$ cat src/rtl/pipe_ctrl.sv
// Pipeline controller: merges stall requests into the per-stage hold vector,
// sequences jump/trap flushes and turns over-long MEM waits into a bus-error trap.
module pipe_ctrl #(
  parameter int unsigned TIMEOUT_CYC = 255
) (
  input  logic        clk,
  input  logic        rst_n,
  input  logic        halt_req_i,
  input  logic        stallreq_id_i,
  input  logic        stallreq_ex_i,
  input  logic        stallreq_mem_i,
  input  logic        jump_req_i,
  input  logic [31:0] jump_addr_i,
  input  logic        trap_req_i,
  input  logic [31:0] trap_vec_i,
  output logic [4:0]  stalled_o,
  output logic        flush_o,
  output logic [31:0] new_pc_o,
  output logic        bus_err_o,
  output logic [31:0] stall_cycles_o
);

  typedef enum logic {
    S_RUN        = 1'b0,
    S_TRAP_FLUSH = 1'b1
  } state_t;

  localparam logic [15:0] TO_LAST = 16'(TIMEOUT_CYC - 1);

  // Stall vector encodings, bit0 = pc ... bit4 = mem_wb.
  localparam logic [4:0] STALL_ALL = 5'b11111;
  localparam logic [4:0] STALL_MEM = 5'b01111;
  localparam logic [4:0] STALL_EX  = 5'b00111;
  localparam logic [4:0] STALL_ID  = 5'b00011;

  state_t      r_state;
  state_t      w_state_nxt;
  logic [15:0] r_to_cnt;
  logic [15:0] w_to_cnt_nxt;
  logic [31:0] r_trap_vec;
  logic [31:0] w_trap_vec_nxt;
  logic [31:0] r_stall_cyc;

  logic [4:0]  w_stalled;
  logic        w_flush;
  logic [31:0] w_new_pc;
  logic        w_bus_err;
  logic        w_to_hit;

  assign w_to_hit = stallreq_mem_i && (r_to_cnt == TO_LAST);

  // NOTE: every signal written here gets a default first, so no path leaves
  // one unassigned and no latch is inferred.
  always_comb begin
    w_state_nxt    = r_state;
    w_to_cnt_nxt   = r_to_cnt;
    w_trap_vec_nxt = r_trap_vec;
    w_stalled      = '0;
    w_flush        = 1'b0;
    w_new_pc       = '0;
    w_bus_err      = 1'b0;

    unique case (r_state)
      S_RUN: begin
        if (halt_req_i) begin
          w_stalled = STALL_ALL;
        end else if (w_to_hit) begin
          w_bus_err      = 1'b1;
          w_stalled      = STALL_MEM;
          w_trap_vec_nxt = trap_vec_i;
          w_to_cnt_nxt   = '0;
          w_state_nxt    = S_TRAP_FLUSH;
        end else if (stallreq_mem_i) begin
          w_stalled    = STALL_MEM;
          w_to_cnt_nxt = r_to_cnt + 16'd1;
        end else begin
          w_to_cnt_nxt = '0;
          if (trap_req_i) begin
            w_trap_vec_nxt = trap_vec_i;
            w_state_nxt    = S_TRAP_FLUSH;
          end else if (stallreq_ex_i) begin
            // A pending jump waits: EX is held, so its request is re-presented.
            w_stalled = STALL_EX;
          end else if (jump_req_i) begin
            w_flush  = 1'b1;
            w_new_pc = jump_addr_i;
          end else if (stallreq_id_i) begin
            w_stalled = STALL_ID;
          end
        end
      end
      S_TRAP_FLUSH: begin
        // The flush always completes; a halt raised now is honoured next cycle.
        w_flush      = 1'b1;
        w_new_pc     = r_trap_vec;
        w_to_cnt_nxt = '0;
        w_state_nxt  = S_RUN;
      end
      default: w_state_nxt = S_RUN;
    endcase
  end

  // NOTE: sequential state uses non-blocking assignments so every register
  // samples the pre-edge values regardless of statement order.
  always_ff @(posedge clk or negedge rst_n) begin
    if (!rst_n) begin
      r_state    <= S_RUN;
      r_to_cnt   <= '0;
      r_trap_vec <= '0;
    end else begin
      r_state    <= w_state_nxt;
      r_to_cnt   <= w_to_cnt_nxt;
      r_trap_vec <= w_trap_vec_nxt;
    end
  end

  always_ff @(posedge clk or negedge rst_n) begin
    if (!rst_n) begin
      r_stall_cyc <= '0;
    end else if (stalled_o[0] && (r_stall_cyc != 32'hFFFF_FFFF)) begin
      r_stall_cyc <= r_stall_cyc + 32'd1;
    end
  end

  // NOTE: the combinational outputs are masked by rst_n so that nothing
  // escapes while reset is held, whatever the other inputs are doing.
  assign stalled_o      = rst_n ? w_stalled : '0;
  assign flush_o        = rst_n & w_flush;
  assign new_pc_o       = rst_n ? w_new_pc : '0;
  assign bus_err_o      = rst_n & w_bus_err;
  assign stall_cycles_o = r_stall_cyc;

endmodule

$ cat config.mk
export PLATFORM = sky130hd
export DESIGN_NAME = pipe_ctrl
export DESIGN_NICKNAME = d
export VERILOG_FILES = /design/src/rtl/pipe_ctrl.sv
export SDC_FILE = /design/constraint.sdc
export NUM_CORES = 1
export LEC_CHECK = 0
export BUFFER_PORTS_ARGS = -buffer_cell sky130_fd_sc_hd__buf_2
export CORE_MARGIN = 2
export CORE_UTILIZATION = 54
export DETAILED_ROUTE_END_ITERATION = 10
export GPL_TIMING_DRIVEN = 0
export PLACE_DENSITY_LB_ADDON = 0.25
export SLEW_MARGIN = 40
export SYNTH_ARGS = -nofsm -noshare
export SYNTH_HDL_FRONTEND = slang
export SYNTH_SLANG_ARGS = --single-unit
$ cat constraint.sdc
create_clock -name clk -period 6.17 [get_ports clk]
set_input_delay 0.3085 -clock clk [delete_from_list [all_inputs] [get_ports clk]]
set_output_delay 0.3085 -clock clk [all_outputs]
set_load 0.005 [all_outputs]
==> impl_metrics.sql <==
INSERT INTO impl_metrics (metric_group, metric, value, unit) VALUES
('worst_setup_path', 'worst_r2r_startpoint', 'stall_cycles_o[0]$_DFFE_PN0P_', ''),
('worst_setup_path', 'crit_path_end_kind', 'output port', ''),
('worst_setup_path', 'crit_top_cell', 'sky130_fd_sc_hd__clkbuf_1', ''),
('sta', 'max_freq', '0.395', 'GHz'),
('sta', 'hold_ws', '188', 'ps'),
('layout', 'antenna-diode-count', '0', ''),
('worst_setup_path', 'crit_fanout', '10', ''),
('worst_setup_path', 'cp-start-kind', 'flip-flop', ''),
('sta', 'grt_setup_unrepaired', 'false', ''),
('placed_design', 'numPortBuffers', '142', ''),
('die', 'placementRows', '32', ''),
('sta', 'worst-slew-pin-transition', '775', 'ps'),
('placed_design', 'final_estimated_routing_congestion_in_global_placement', '0.925', ''),
('grt', 'globalRoute.totalOverflow', '0', ''),
('grt', 'wire_length_of_the_first_global_routing_pass', '16.7', 'mm'),
('worst_setup_path', 'cp_data_arrival_time', '2220', 'ps'),
('die', 'fp.dieW', '92.2', 'um'),
('pwr', 'standby_leakage_power', '2.58', 'nW'),
('clocking', 'numClockSinks', '81', ''),
('sta', 'fin_crit_sh', '41.0', '%'),
('worst_hold_path', 'hold_class', 'primary input to flip-flop', ''),
('sta', 'timing.final.ws_setup', '3640', 'ps'),
('route', 'detail_route_antenna_nets', '0', ''),
('grt', 'first_global_vias', '3485', ''),
('clocking', 'clockBufferDepth', '2', ''),
('worst_hold_path', 'hold_path_depth', '2', ''),
('grt', 'groute.usage.overall', '24.9', '%'),
('layout', 'area_delta_synth_final', '26.8', '%'),
('yosys', 'postSynthAreaPerCell', '10.3', 'um^2'),
('die', 'top_level_ports', '143', ''),
('worst_setup_path', 'crit_type', 'flip-flop to output port', ''),
('worst_setup_path', 'r2r_setup_slk', '3660', 'ps'),
('grt', 'grt_start_max_net_pins', '49', ''),
('placed_design', 'dp.final_hpwl', '7.49', 'mm'),
('run_status', 'run_status', 'completed', ''),
('clocking', 'cts_inserted_buffers', '9', ''),
('yosys', 'syn-num-nets', '483', ''),
('clocking', 'cts_tree', 'built', ''),
('worst_hold_path', 'holdCritStartpoint', 'trap_vec_i[17]', ''),
('pwr', 'power.switching', '0.358', 'mW'),
('clocking', 'h-tree-depth', '3', ''),
('pwr', 'internal-power', '1.00', 'mW'),
('yosys', 'syn-instance-count', '408', ''),
('worst_setup_path', 'critPathTopFamily', 'buffers and inverters', ''),
('sta', 'final_max_slew_viol_count', '0', ''),
('route', 'route.detailed.wl_per_inst', '15.4', 'um'),
('worst_setup_path', 'r2r_end', 'stall_cycles_o[10]$_DFFE_PN0P_', ''),
('worst_setup_path', 'cp.buffers_inverters', '3', ''),
('grt', 'grt_antenna_before_repair', '1', ''),
('yosys', 'synth_largest_type_area_fraction', '48.2', '%'),
('route', 'detail_route.drc_violations', '0', ''),
('die', 'core_area', '0.00765', 'mm^2'),
('yosys', 'dominantRegCellSynth', 'sky130_fd_sc_hd__dfrtp_1', ''),
('placed_design', 'detailedPlace.worstSlack', '3730', 'ps'),
('pwr', 'p_sw_share', '26.3', '%'),
('worst_setup_path', 'number_of_cell_instances_on_the_worst_register_to_register_path', '7', ''),
('die', 'die_height', '92.2', 'um'),
('sta', 'worst_clock_skew', '7.00', 'ps'),
('sta', 'slew_headroom', '47.9', '%'),
('yosys', 'synth.top_cells.by_area', 'sky130_fd_sc_hd__dfrtp_1, sky130_fd_sc_hd__mux2_2, sky130_fd_sc_hd__a22oi_1', ''),
('yosys', 'netlist_area', '0.00420', 'mm^2'),
('yosys', 'synth-edff-count', '0', ''),
('yosys', 'synth-seq-cells', '81', ''),
('worst_setup_path', 'cp_num_cells', '6', ''),
('worst_hold_path', 'worstHoldEndpoint', 'r_trap_vec[17]$_DFFE_PN0P_', ''),
('yosys', 'synth-seq-area-share', '48.2', '%'),
('route', 'vias', '3707', ''),
('sta', 'final.setup.tns', '0', 'ps'),
('layout', 'fillerInstances', '605', ''),
('route', 'drt_wirelength', '10.3', 'mm'),
('flow_run', 'maxCapViolCount', '0', '');
-- per-layer routing --
layer | routed length, um | track usage (%)
met2 | 5050 | 39.6
met3 | 570 | 7.23
met4 | 224 | 8.21
met1 | 4470 | 32.9
met5 | 13 | 0
-- logic make-up after synthesis --
logic type / after synthesis / synth area share (%)
buffers and inverters: 28 / 2.89
DFF: 81 / 48.2
AOI/OAI and AO/OA: 66 / 10.7
muxes: 36 / 9.55
xor gates and xnor gates: 30 / 6.25
and+or+nand+nor: 164 / 21.5
adders and majority gates: 3 / 0.893
-- final cells by class --
cell class / instances / area [um^2] / area share (%)
inverter: 8 / 30.0 / 0.563
timing repair buffer: 144 / 754 / 14.2
clock buffer: 11 / 141 / 2.65
clock inverter: 5 / 103 / 1.92
buffer: 20 / 91.3 / 1.71
multi-input combinational: 299 / 2060 / 38.6
sequential: 81 / 2030 / 38.0
tap: 102 / 128 / 2.39
-- worst reg2reg max path: cells and delay by family (launching register included) --
family / cells / cell delay [ps]
buf+inv: 1 / 260
simple gates: 3 / 1030
fa+ha+maj: 1 / 260
compound gates: 1 / 260
xor+xnor: 1 / 140
flops: 1 / 460
-- flip-flops by register name, summed over array words and instances, names as in the netlist --
signal          count
r_state             1
r_to_cnt           16
r_trap_vec         32
stall_cycles_o     32
-- Yosys cell counts, types with 6 or more instances --
cell	n
sky130_fd_sc_hd__dfrtp_1	81
sky130_fd_sc_hd__nor2b_1	35
sky130_fd_sc_hd__mux2_2	33
sky130_fd_sc_hd__a22oi_1	32
sky130_fd_sc_hd__nand2_1	27
sky130_fd_sc_hd__nor2_1	24
sky130_fd_sc_hd__xor2_1	22
sky130_fd_sc_hd__nand3_1	17
sky130_fd_sc_hd__clkbuf_1	13
sky130_fd_sc_hd__nand4_1	13
sky130_fd_sc_hd__o21ai_0	9
sky130_fd_sc_hd__a31oi_1	8
sky130_fd_sc_hd__and3_1	8
sky130_fd_sc_hd__inv_1	8
sky130_fd_sc_hd__nor3_1	8
sky130_fd_sc_hd__xnor2_1	8
sky130_fd_sc_hd__and4_1	7
sky130_fd_sc_hd__nor4_1	7
sky130_fd_sc_hd__a21oi_1	6
-- stage by stage --
| step | std cells | cell area (um^2) |
|---|---|---|
| floorplan | 408 | 4200 |
| global placement | 652 | 5040 |
| detailed placement | 653 | 5080 |
| CTS | 670 | 5330 |
| global route | 670 | 5330 |
| finish | 670 | 5330 |
-- power groups by stage --
stage                     logic [mW]  clock network, mW  registers, mW
after floorplan                0.116                  0          0.670
after global placement         0.202                  0          0.678
after detailed placement       0.215                  0          0.683
after CTS                      0.216              0.477          0.675
after global routing           0.238              0.502          0.688
final                          0.214              0.470          0.676
-- worst max path at each step --
stage / start / endpoint / slack (ps)
after global placement: rst_n / stall_cycles_o[7]$_DFFE_PN0P_ / 2750
after CTS: r_state$_DFF_PN0_ / new_pc_o[24] / 3670
after floorplan: r_to_cnt[0]$_DFFE_PN0P_ / r_trap_vec[10]$_DFFE_PN0P_ / 4110
final: r_state$_DFF_PN0_ / new_pc_o[30] / 3640
after detailed placement: r_to_cnt[0]$_DFFE_PN0P_ / r_trap_vec[25]$_DFFE_PN0P_ / 3730
after global routing: r_state$_DFF_PN0_ / new_pc_o[30] / 3490
-- timing repair --
action                    CTS  global route
hold endpoints to repair   33             0
setup buffers               0             0
hold buffers                1             0
Note: power is estimated with default switching activity, not from simulation.
